## src/rtl/div_twelve_seq.sv

```systemverilog
// div_twelve_seq: iterative unsigned restoring divider, one quotient bit per clock,
// with a start/busy/done handshake so the execute stage can stall on it.
module div_twelve_seq #(
    parameter int WIDTH = 12,
    parameter int CNT_W = 4
) (
    input  logic             clock,
    input  logic             reset_n,
    input  logic             start,
    input  logic [WIDTH-1:0] dividend,
    input  logic [WIDTH-1:0] divisor,
    output logic             busy,
    output logic             done,
    output logic [WIDTH-1:0] quotient,
    output logic [WIDTH-1:0] remainder,
    output logic             div_zero
);
    typedef enum logic [1:0] {IDLE, RUN, FIN} state_t;
    state_t state, state_nx;
    logic [WIDTH-1:0] r, q, d, r_nx, q_nx;
    logic [WIDTH:0] trial_a, t;
    logic [CNT_W-1:0] cnt;
    logic accept, zero_div, last;
    // R < D always holds, so a (WIDTH+1)-bit trial difference cannot overflow its sign bit
    always_comb begin
        trial_a  = {r, q[WIDTH-1]};
        t        = trial_a + {1'b1, ~d} + (WIDTH+1)'(1);
        r_nx     = t[WIDTH] ? trial_a[WIDTH-1:0] : t[WIDTH-1:0];
        q_nx     = {q[WIDTH-2:0], ~t[WIDTH]};
        accept   = start && (state != RUN);
        zero_div = divisor == '0;
        last     = cnt == CNT_W'(WIDTH-1);
    end
    always_ff @(posedge clock or negedge reset_n) begin
        if (!reset_n) state <= IDLE;
        else          state <= state_nx;
    end
    always_comb begin
        state_nx = state == RUN ? (last ? FIN : RUN)
                 : accept       ? (zero_div ? FIN : RUN)
                 :                IDLE;
    end
    always_comb begin
        busy = state == RUN;
        done = state == FIN;
    end
    always_ff @(posedge clock or negedge reset_n) begin
        if (!reset_n) begin
            r         <= '0;
            q         <= '0;
            d         <= '0;
            cnt       <= '0;
            quotient  <= '0;
            remainder <= '0;
            div_zero  <= 1'b0;
        end else if (state == RUN) begin
            r   <= r_nx;
            q   <= q_nx;
            cnt <= cnt + CNT_W'(1);
            if (last) begin
                quotient  <= q_nx;
                remainder <= r_nx;
            end
        end else if (accept && zero_div) begin
            quotient  <= '1;
            remainder <= dividend;
            div_zero  <= 1'b1;
        end else if (accept) begin
            r        <= '0;
            q        <= dividend;
            d        <= divisor;
            cnt      <= '0;
            div_zero <= 1'b0;
        end
    end
endmodule

```

## config.mk

```make
export PLATFORM = sky130hd
export DESIGN_NAME = div_twelve_seq
export DESIGN_NICKNAME = d
export VERILOG_FILES = /design/src/rtl/div_twelve_seq.sv
export SDC_FILE = /design/constraint.sdc
export NUM_CORES = 1
export LEC_CHECK = 0
export CELL_PAD_IN_SITES_DETAIL_PLACEMENT = 1
export CELL_PAD_IN_SITES_GLOBAL_PLACEMENT = 1
export CORE_MARGIN = 1.5
export CORE_UTILIZATION = 25
export CTS_CLUSTER_DIAMETER = 60
export DETAILED_ROUTE_END_ITERATION = 12
export PLACE_DENSITY_LB_ADDON = 0.1
export SLEW_MARGIN = 20
export SYNTH_ARGS = -nofsm -noshare
export SYNTH_HDL_FRONTEND = slang
export SYNTH_SLANG_ARGS = --single-unit
```

## constraint.sdc

```tcl
create_clock -name clock -period 7.4 [get_ports clock]
set_clock_uncertainty 0.15 [all_clocks]
set_input_delay 1.85 -clock clock [delete_from_list [all_inputs] [get_ports clock]]
set_output_delay 1.85 -clock clock [all_outputs]
set_load 0.01 [all_outputs]
```

==> results of run 1 <==
[routing by layer]
metal | global-route usage (%) | wire length (um)
met4 | 7.41 | 223
met5 | 0 | 0
met3 | 2.70 | 252
met1 | 19.7 | 5000
met2 | 23.5 | 4910
[layout by cell type (no fill, tap or decap), drive strengths merged, types with 4 or more instances in the layout]
cell type,instances
a21o,4
mux2,5
xnor2,4
clkdlybuf4s50,52
nor4,4
inv,18
nor2,43
a31oi,15
nand3,15
mux2i,11
o21a,4
dfrtp,67
clkbuf,13
o22ai,9
ha,13
nand2,56
and2,4
o21ai,35
buf,4
a21oi,27
[critical path: stages]
cell and delay [ps]:
clkdlybuf4s50_1 430, nor4_1 430, nand3_1 270, nor2_1 470, nor2_1 340, inv_2 440, o21ai_0 160, a22oi_1 180
[state kept, by name, indices dropped and copies added, names as in the netlist]
name	flops
cnt	4
d	12
div_zero	1
q	12
quotient	12
r	12
remainder	12
state	2
[cell families after synthesis]
group           Yosys count  share of synthesized area [%]
buf+inv                  38                           4.89
simple gates            137                           16.9
compound gates          108                           19.6
flops                    67                           47.1
xor+xnor                  7                           1.72
fa+ha+maj                14                           5.13
mux                      16                           4.67
[power by group through the flow]
| stage | Clock, W | Combinational (W) | Sequential (W) |
|---|---|---|---|
| floorplan | 0 | 0.00108 | 0.000675 |
| global placement | 0 | 0.00149 | 0.000687 |
| detailed placement | 0 | 0.00152 | 0.000689 |
| CTS | 0.000448 | 0.00153 | 0.000686 |
| global route | 0.000463 | 0.00168 | 0.000705 |
| finish | 0.000433 | 0.00149 | 0.000681 |
[per-stage QoR]
stage | utilization, % | setup slack [ps] | hold slack [ps]
final | 32.6 | 2920 | 345
after global routing | 32.6 | 2560 | 385
after CTS | 32.6 | 2880 | 361
after detailed placement | 30.5 | 2530 | 341
after global placement | 30.5 | 2610 | 335
after floorplan | - | 4030 | 311
[how the worst max path moves through the flow]
stage	start	end	slack, ps	cells after the start
after floorplan	divisor[6]	quotient[0]$_DFFE_PN0P_	4030	8
after global placement	divisor[6]	remainder[9]$_DFFE_PN0P_	2610	8
after detailed placement	divisor[6]	remainder[9]$_DFFE_PN0P_	2530	8
after CTS	divisor[6]	remainder[9]$_DFFE_PN0P_	2880	8
after global routing	divisor[6]	remainder[7]$_DFFE_PN0P_	2560	8
final	divisor[6]	remainder[9]$_DFFE_PN0P_	2920	8
[layout make-up]
class | count | area (sq um) | share of cell area (%)
inverters | 18 | 67.6 | 1.49
flip-flops and latches | 67 | 1680 | 37.1
clock inverters | 2 | 35.0 | 0.774
clock buffers | 13 | 260 | 5.75
multi-input cells | 282 | 1710 | 37.8
well taps | 180 | 225 | 4.98
repair buffers | 56 | 548 | 12.1
==> flow_metrics.py, run 1 <==
metrics = {
    "hold_path": {
        "timing.hold.worst.start": "div_zero$_DFFE_PN0P_",
        "hold_class": "flop to flop",
        "whs_endpoint": "div_zero$_DFFE_PN0P_",
        "hold_depth": 1,
    },
    "layout": {
        "stdcell_count": 618,
        "drive_gt1_share_pct": 7.53,
        "area_growth_pct": 27.1,
        "fin_nets": 475,
        "final_area_sq_um": 4520,
        "nFillCells": 1596,
        "diodes": 0,
    },
    "synthesis": {
        "yosys-top-cells-area": "dfrtp_1, nand2_1, ha_1",
        "netlist_area_sq_um": 3560,
        "synthCells": 387,
        "yosys_warnings": 0,
        "synth-main-ff-cell": "dfrtp_1",
        "yosys_register_bits": 67,
        "synth_top_cell_by_area": "dfrtp_1",
        "avgSynthCellArea_sq_um": 9.20,
        "synth_most_common_cell": "dfrtp_1",
        "ys_top_cells_by_count": "dfrtp_1, nand2_1, nor2_1, o21ai_0, a21oi_1",
        "synth_edf_count": 0,
        "syn-num-nets": 428,
        "yosysSeqAreaShare_pct": 47.1,
        "async_flop_share_pct": 100,
        "ys_types": 52,
        "synth_top_area_share_pct": 47.1,
    },
    "power": {
        "switchingPower_w": 0.00112,
        "pwr-share-clk_pct": 16.6,
        "power_density_nw_per_um2": 576,
        "combPwrFrac_pct": 57.3,
        "switching_share_pct": 43.1,
        "p_total_w": 0.00261,
        "irDropWorstVdd_mv": 0.192,
        "internal_power_w": 0.00148,
        "p_seq_share_pct": 26.1,
        "power_leakage_nw": 1.91,
    },
    "placed_design": {
        "dpl_cell_area_sq_um": 4230,
        "dp.cells": 603,
        "post-dp-hpwl_um": 7560,
        "gp_congestion": 0.744,
        "io_buffers": 53,
    },
    "cts": {
        "cts_tree": "built",
        "clockBufferDepth": 2,
        "cts_sinks": 67,
        "cts_hold_buffers": 0,
        "clock-root-buffer": "clkbuf_16",
        "cts_setup_buffers": 0,
        "cts_max_level": 3,
        "numCtsBuffers": 9,
        "path_clk_slew_ps": 50,
        "insertion_delay_ps": 330,
        "post_cts_resize_count": 0,
    },
    "setup_path": {
        "rr_worst_depth": 10,
        "crit_arrival_ps": 4570,
        "cp-end-kind": "flop",
        "timing.rr.end": "remainder[10]$_DFFE_PN0P_",
        "cp_max_fo": 27,
        "start_kind": "input port",
        "crit_type": "input port to flop",
        "cp.required_ps": 7490,
        "reg2reg_slack_ps": 3740,
        "reg2reg_from": "q[11]$_DFFE_PN0P_",
    },
    "die": {
        "initial_utilization_pct": 25.6,
        "rows": 43,
        "die_area_sq_um": 15000,
        "core_sq_um": 13900,
        "ioPinCount": 54,
        "die_h_um": 122,
        "die_w_um": 122,
    },
    "sta": {
        "hold_viol": 0,
        "timing.fmax_mhz": 223,
        "fin_setup_tns_ps": 0,
        "maxSlewHeadroom_pct": 31.3,
        "tightest_slew_ps": 1030,
        "period_minus_slack_ps": 4480,
        "fin_crit_sh_pct": 60.5,
        "rsz0062_at_grt": "no",
        "finalSetupViolations": 0,
        "finalMaxSlewViolations": 0,
    },
    "flow_run": {
        "max_cap_viol_count": 0,
    },
    "drt": {
        "drt-pass1-iter-count": 4,
        "drc": 0,
        "wl_per_cell_um": 16.8,
        "ant_nets": 0,
        "via_per_inst": 4.76,
        "vias": 2941,
        "drt-initial-drc-count": 82,
        "routed_wl_um": 10400,
    },
    "global_routing": {
        "antenna_found_initial": 0,
        "grt_first_pass_wirelength_um": 16700,
        "grt_max_degree": 68,
        "gr-total-overflow": 0,
        "grt_pass1_vias": 3065,
        "grt_use_total_pct": 14.9,
    },
    "outcome": {
        "status": "finished clean",
    },
}
Power figures use the tool's default switching activity.
==> run 2: changes to the inputs <==
==> constraint.sdc (replaced) <==
create_clock -name clock -period 3.9 [get_ports clock]
set_clock_uncertainty 0.15 [all_clocks]
set_input_delay 0.975 -clock clock [delete_from_list [all_inputs] [get_ports clock]]
set_output_delay 0.975 -clock clock [all_outputs]
set_load 0.01 [all_outputs]
==> run 2 against run 1 <==
Effect of this change:
- non-clock buffer count increased by 5
- clock power increased by 100%
- register-to-register slack got worse by 3200 ps
- combinational power increased by 93%
- sequential power increased by 89%
- routed wire length increased by 3.2%
- cell count increased by 0.81%
- setup slack got worse by 2300 ps
- sequential share of layout area decreased by 0.56 points
- total power increased by 93%
- global-route usage increased by 0.60 points
- clock-buffer cell count increased by 1
- largest cell class unchanged
- largest power group unchanged
- highest routed layer unchanged
==> flow_metrics.py, run 2 (synthesis gave the netlist of run 1 again) <==
metrics = {
    "cts": {
        "numCtsBuffers": 9,
        "clockBufferDepth": 2,
        "cts_setup_buffers": 0,
        "clock-root-buffer": "clkbuf_16",
        "post_cts_resize_count": 0,
        "path_clk_slew_ps": 60,
        "cts_max_level": 3,
        "cts_tree": "built",
        "cts_hold_buffers": 0,
        "cts_sinks": 67,
        "insertion_delay_ps": 330,
    },
    "sta": {
        "maxSlewHeadroom_pct": 46.6,
        "timing.fmax_mhz": 301,
        "hold_viol": 0,
        "tightest_slew_ps": 790,
        "finalMaxSlewViolations": 0,
        "period_minus_slack_ps": 3320,
        "fin_setup_tns_ps": 0,
        "fin_crit_sh_pct": 85.1,
        "rsz0062_at_grt": "no",
        "whs_ps": 331,
        "finalSetupViolations": 0,
    },
    "setup_path": {
        "start_kind": "flop",
        "cp.required_ps": 3990,
        "cp_max_fo": 14,
        "crit_type": "flop to flop",
        "crit_arrival_ps": 3410,
        "cp-end-kind": "flop",
    },
    "die": {
        "ioPinCount": 54,
        "initial_utilization_pct": 25.6,
        "core_sq_um": 13900,
        "die_area_sq_um": 15000,
        "die_w_um": 122,
        "rows": 43,
        "die_h_um": 122,
    },
    "placed_design": {
        "gp_congestion": 0.705,
        "io_buffers": 53,
        "post-dp-hpwl_um": 7930,
    },
    "power": {
        "p_total_w": 0.00504,
        "irDropWorstVdd_mv": 0.283,
        "power_leakage_nw": 1.95,
        "power_density_nw_per_um2": 1100,
    },
    "drt": {
        "via_per_inst": 4.81,
        "drt-initial-drc-count": 87,
        "routed_wl_um": 10700,
        "wl_per_cell_um": 17.2,
        "ant_nets": 0,
        "drc": 0,
        "drt-pass1-iter-count": 5,
        "vias": 2997,
    },
    "global_routing": {
        "grt_use_total_pct": 15.5,
        "antenna_found_initial": 0,
        "gr-total-overflow": 0,
        "grt_max_degree": 64,
        "grt_first_pass_wirelength_um": 17200,
        "grt_pass1_vias": 3124,
    },
    "flow_run": {
        "max_cap_viol_count": 0,
    },
    "layout": {
        "register_area_sq_um": 1680,
        "fin_nets": 480,
        "multi_input_area_sq_um": 1710,
        "final_common_cell": "dfrtp_1",
        "final_cell_mix": "dfrtp_1, nand2_1, clkdlybuf4s50_1, nor2_1, o21ai_0",
        "diodes": 0,
        "area_growth_pct": 29.0,
        "nFillCells": 1611,
        "drive_gt1_share_pct": 8.80,
    },
    "outcome": {
        "status": "finished clean",
    },
    "hold_path": {
        "hold_class": "flop to flop",
    },
}
-- run 2: cell types whose count changed in the layout (fill, tap and decap cells not counted) --
cell	previous run	this run
buf_12	0	1
buf_4	3	7
clkbuf_1	2	1
clkbuf_8	2	4
clkinv_2	1	0
-- run 2: critical path, stage by stage (launching register included) --
cell       delay [ps]
dfrtp_1           350
inv_1              70
ha_1              220
fa_1              420
and2b_4           300
o2111ai_4         150
a31oi_4           310
a21oi_2           120
a311oi_4          200
buf_4             300
mux2_2            430
a22oi_1           200
-- run 2: layout make-up --
type                       count  area share (%)
multi-input combinational    282            37.3
sequential                    67            36.5
timing repair buffer          61            13.0
clock buffer                  14            6.18
tap                          180            4.90
inverter                      18            1.47
clock inverter                 1           0.654
-- run 2: per-layer routing --
metal	part of all wire [%]	routed length, um	global-route usage (%)	up-vias
li1	-	-	-	1457
met1	49	5210	21.0	1486
met2	48	5090	24.8	39
met3	2.2	236	2.51	15
met4	1.7	178	6.10	0
met5	0	0	0	-
-- run 2: path summary, 6_finish.rpt --
path | from | to | slack (ps) | depth (start not counted)
setup / recovery | q[11]$_DFFE_PN0P_ | remainder[10]$_DFFE_PN0P_ | 580 | 11
hold / removal | div_zero$_DFFE_PN0P_ | div_zero$_DFFE_PN0P_ | 330 | 1
setup reg to reg | q[11]$_DFFE_PN0P_ | remainder[10]$_DFFE_PN0P_ | 580 | 11
hold reg to reg | div_zero$_DFFE_PN0P_ | div_zero$_DFFE_PN0P_ | 330 | 1
max in group asynchronous | reset_n | d[5]$_DFFE_PN0P_ | 2360 | 2
min in group asynchronous | reset_n | quotient[11]$_DFFE_PN0P_ | 560 | 1
-- run 2: power by group --
group	internal [W]	leakage, nW	switching [W]
clock network	0.000562	0.155	0.000304
logic	0.00125	1.01	0.00164
registers	0.00106	0.781	0.000232
total	0.00287	1.95	0.00217
-- run 2: per-stage QoR --
stage / cells / setup slack, ps / area, sq um / util (%)
6_report: 623 / 580 / 4590 / 33.1
4_1_cts: 623 / 553 / 4590 / 33.1
2_1_floorplan: 387 / 1050 / 3560 / -
5_1_grt: 623 / 416 / 4590 / 33.1
3_5_place_dp: 608 / 595 / 4280 / 30.8
3_3_place_gp: 608 / 603 / 4280 / 30.8
